### src/rtl/seq_magnitude_comparator.sv
// seq_magnitude_comparator: MSB-first, DIGIT-bits-per-clock magnitude compare with optional early exit
module seq_magnitude_comparator #(
  parameter int WIDTH = 16,
  parameter int DIGIT = 4,
  parameter int EARLY_EXIT = 1,
  localparam int NS = WIDTH / DIGIT,
  localparam int CW = $clog2(NS + 1)
) (
  input  logic             clk,
  input  logic             rst,
  input  logic             start,
  input  logic             signed_mode,
  input  logic [WIDTH-1:0] a,
  input  logic [WIDTH-1:0] b,
  output logic             busy,
  output logic             done,
  output logic             a_gt_b,
  output logic             a_eq_b,
  output logic             b_gt_a,
  output logic [CW-1:0]    cycles
);
  typedef enum logic [1:0] {IDLE, RUN, DONE} state_t;
  state_t state_q, state_d;
  logic [WIDTH-1:0] a_q, a_d, b_q, b_d;
  logic [CW-1:0] k_q, k_d, cycles_q, cycles_d;
  logic gt_q, gt_d, eq_q, eq_d, lt_q, lt_d;
  logic dgt_q, dgt_d, dlt_q, dlt_d;
  logic [DIGIT-1:0] sa, sb;
  logic ngt, nlt, last;
  logic [WIDTH-1:0] msb;
  assign msb = WIDTH'(signed_mode) << (WIDTH - 1);
  always_comb begin
    state_d = state_q;
    a_d = a_q;
    b_d = b_q;
    k_d = k_q;
    cycles_d = cycles_q;
    gt_d = gt_q;
    eq_d = eq_q;
    lt_d = lt_q;
    dgt_d = dgt_q;
    dlt_d = dlt_q;
    sa = a_q[WIDTH-1 -: DIGIT];
    sb = b_q[WIDTH-1 -: DIGIT];
    // a decision from an earlier slice sticks; only an undecided compare looks at this slice
    ngt = dgt_q | (!dlt_q && sa > sb);
    nlt = dlt_q | (!dgt_q && sa < sb);
    last = k_q == CW'(NS - 1);
    if (state_q == RUN) begin
      a_d = a_q << DIGIT;
      b_d = b_q << DIGIT;
      k_d = k_q + 1'b1;
      dgt_d = ngt;
      dlt_d = nlt;
      if (last || (EARLY_EXIT != 0 && (ngt || nlt))) begin
        state_d = DONE;
        gt_d = ngt;
        lt_d = nlt;
        eq_d = !(ngt || nlt);
        cycles_d = k_q + 1'b1;
      end
    end else if (start) begin
      state_d = RUN;
      a_d = a ^ msb;
      b_d = b ^ msb;
      k_d = '0;
      cycles_d = '0;
      gt_d = 1'b0;
      eq_d = 1'b0;
      lt_d = 1'b0;
      dgt_d = 1'b0;
      dlt_d = 1'b0;
    end else if (state_q == DONE) begin
      state_d = IDLE;
    end
  end
  always_ff @(posedge clk) begin
    if (rst) begin
      state_q <= IDLE;
      a_q <= '0;
      b_q <= '0;
      k_q <= '0;
      cycles_q <= '0;
      gt_q <= 1'b0;
      eq_q <= 1'b0;
      lt_q <= 1'b0;
      dgt_q <= 1'b0;
      dlt_q <= 1'b0;
    end else begin
      state_q <= state_d;
      a_q <= a_d;
      b_q <= b_d;
      k_q <= k_d;
      cycles_q <= cycles_d;
      gt_q <= gt_d;
      eq_q <= eq_d;
      lt_q <= lt_d;
      dgt_q <= dgt_d;
      dlt_q <= dlt_d;
    end
  end
  assign busy = state_q == RUN;
  assign done = state_q == DONE;
  assign a_gt_b = gt_q;
  assign a_eq_b = eq_q;
  assign b_gt_a = lt_q;
  assign cycles = cycles_q;
endmodule

### config.mk
export PLATFORM = sky130hd
export DESIGN_NAME = seq_magnitude_comparator
export DESIGN_NICKNAME = d
export VERILOG_FILES = /design/src/rtl/seq_magnitude_comparator.sv
export SDC_FILE = /design/constraint.sdc
export NUM_CORES = 1
export LEC_CHECK = 0
export ABC_AREA = 1
export BUFFER_PORTS_ARGS = -buffer_cell sky130_fd_sc_hd__buf_2
export CAP_MARGIN = 25
export CORE_ASPECT_RATIO = 0.75
export CORE_UTILIZATION = 48
export CTS_CLUSTER_DIAMETER = 40
export CTS_CLUSTER_SIZE = 10
export DETAILED_ROUTE_END_ITERATION = 6
export MAX_ROUTING_LAYER = met4
export PLACE_DENSITY = 0.77
export SYNTH_ARGS = -nofsm -noshare
export SYNTH_HDL_FRONTEND = slang
export SYNTH_SLANG_ARGS = --single-unit
### constraint.sdc
create_clock -name clk -period 1.3 [get_ports clk]
set_clock_uncertainty 0.05 [all_clocks]
set_input_delay 0.26 -clock clk [delete_from_list [all_inputs] [get_ports clk]]
set_output_delay 0.26 -clock clk [all_outputs]
set_load 0.03 [all_outputs]
==> flow_summary.yaml <==
placement:
  post-place-ws_ns: -0.258
  port_buffers: 43
  gp_congestion: 0.793
  place_area_um2: 2410
  dp_hpwl_um: 3190
grt:
  met3_usage: 0.0646
  grt_max_degree: 22
  grt-busiest-layer: "met2"
  track_usage: 0.229
  met2_usage: 0.358
  antenna_found_initial: 0
  first_global_vias: 1703
  use_met1: 0.293
  overflow: 0
  grt_pass1_wl_um: 7670
synth:
  syn-instance-count: 260
  syn_area_um2: 2020
  yosys_warnings: 0
  ys_types: 24
  syn_nets: 302
  ys_ff_latch: 45
  yosysSeqAreaShare: 0.447
  synth_area_per_cell_um2: 7.76
detailed_routing:
  drcViolationCount: 0
  vias_per_cell: 5.10
  num_vias: 1953
  drt_pass1_iterations: 5
  drt-total-wl_um: 5310
  wl_per_cell_um: 13.9
  drt_iter0_markers: 77
  postRouteAntennaNets: 0
clocking:
  htree_levels: 2
  cts_made_buffers: 5
  cts_tree: "done"
  cts_sinks: 45
  root_buffer: "clkbuf_8"
  cts.reportedPaths.clkPinSlew_ns: 0.09
  cts_buffer_depth: 2
  insertion_delay_ns: 0.30
cells_and_area:
  nets: 369
  final_area_um2: 2850
  num_antenna_cells: 0
  final_util: 0.707
  drive_above_1_share: 0.412
  final_cell_mix: "90 x nand2_1, 41 x buf_2, 36 x dfxtp_1"
  final_common_cell: "nand2_1"
  syn_to_final_growth_pct: 41.1
die:
  ios: 44
  dieHeight_um: 58.1
  die_w_um: 76.9
  start_util: 0.501
  design.core.area_um2: 4030
  dieArea_um2: 4470
  row_count: 20
sta:
  min_period_over_period: 1.24
  worst_pin_slew_ns: 0.324
  finalHoldViolCount: 0
  setup_violations: 12
  slew_headroom: 0.784
  period_minus_slack_ns: 1.61
  slew_viol_final: 0
  final.setup.worst_slack_ns: -0.315
  clock.fmax_mhz: 619
  rsz0062_at_grt: "true"
pwr:
  power_mw: 3.92
  power.density_nw_per_um2: 1380
  leakage_nw: 1.18
  peakVddDrop_uv: 775
setup_path:
  r2r_slack_ns: -0.31
  timing.rr.start: "a_q[12]"
  crit_fanout: 7
  required_ns: 1.49
  cp-end-kind: "flip-flop"
  crit_path_start_kind: "flip-flop"
  r2r-end: "b_gt_a"
  cp.arrival_ns: 1.80
  critical_path_class: "flip-flop to flip-flop"
  r2r_cells: 10
hold_path:
  hp-class: "input pin to flip-flop"
  hp-start: "a[2]"
  whs_path_depth: 3
  hold-path-endpoint: "a_q[2]"
run:
  drv_cap: 0
outcome:
  status: "finished, violations left"
  violations: "setup timing"
repair_timing:
action / CTS / global route
setup buffers: 3 / 5
pin swaps: 9 / 20
endpoints found under the setup margin: 13 / 15
gates resized for setup: 27 / 23
cloned: 0 / 2
hold buffers: 0 / 0
metrics by stage:
step / instances / TNS, ns / hold slack [ns]
2_1_floorplan: 260 / -0.985 / 0.350
3_3_place_gp: 365 / -1.52 / 0.399
3_5_place_dp: 365 / -2.01 / 0.403
4_1_cts: 376 / -2.24 / 0.146
5_1_grt: 383 / -4.21 / 0.157
6_report: 383 / -2.48 / 0.151
where the power goes:
part | switching [mW] | total [mW] | internal, mW
combinational | 0.599 | 1.10 | 0.501
clock | 0.483 | 1.25 | 0.764
sequential | 0.0754 | 1.57 | 1.50
total | 1.16 | 3.92 | 2.76
per-layer routing:
metal	vias up	share of wire
met1	889	0.46
met2	75	0.46
met3	8	0.069
met5	-	0
met4	0	0.010
li1	981	-
critical path, cell delays in order, from the launching register on:
cell and delay [ns]:
dfxtp_2 0.36, inv_2 0.05, ha_4 0.25, nand2_2 0.06, nor2_4 0.08, nor2_2 0.05, nor2_4 0.11, nand4_4 0.12
nand2_4 0.15, nand3_2 0.11, a21oi_2 0.14
layout make-up:
cell class                      count  area, um2
Clock buffer                        5       68.8
Clock inverter                      3       65.1
Fill cell                         300       1180
Inverter                           19       78.8
Multi-Input combinational cell    182       1110
Sequential cell                    45        912
Tap cell                           55       68.8
Timing Repair Buffer               74        544
synth_stat cells (all sizes together):
cell | number | area [um2]
nand3 | 11 | 55.1
nand3b | 1 | 7.51
inv | 19 | 71.3
a31oi | 23 | 169
ha | 6 | 75.1
xor2 | 2 | 17.5
dfxtp | 45 | 901
o21ai | 2 | 10.0
nand2 | 104 | 413
nand4 | 1 | 21.3
clkbuf | 5 | 18.8
nor2 | 10 | 68.8
a21oi | 21 | 109
buf | 9 | 71.3
a221oi | 1 | 8.76
how the worst max path moves through the flow:
stage               startpoint      to  slack [ns]
floorplan              b_q[15]  a_eq_b       -0.15
global placement       b_q[15]  b_gt_a       -0.19
detailed placement     b_q[15]  a_gt_b       -0.26
CTS                    b_q[14]  a_gt_b       -0.26
global route           b_q[13]  b_gt_a       -0.39
finish                 a_q[12]  b_gt_a       -0.31
kinds of logic (layout without fill, tap and decap cells):
logic type | count (synthesis) | after routing | share of synthesized area
compound gates | 47 | 47 | 0.147
simple gates | 127 | 127 | 0.280
xor+xnor | 2 | 2 | 0.00869
buf+inv | 33 | 101 | 0.0800
flops | 45 | 45 | 0.447
fa+ha+maj | 6 | 6 | 0.0372
flip-flops by register name, summed over array words and instances (netlist names):
register / flops
state_q: 2
k_q: 3
a_q: 16
b_q: 16
cycles: 3
a_gt_b: 1
dlt_q: 1
dgt_q: 1
b_gt_a: 1
a_eq_b: 1
Note: power is estimated with default switching activity, not from simulation.
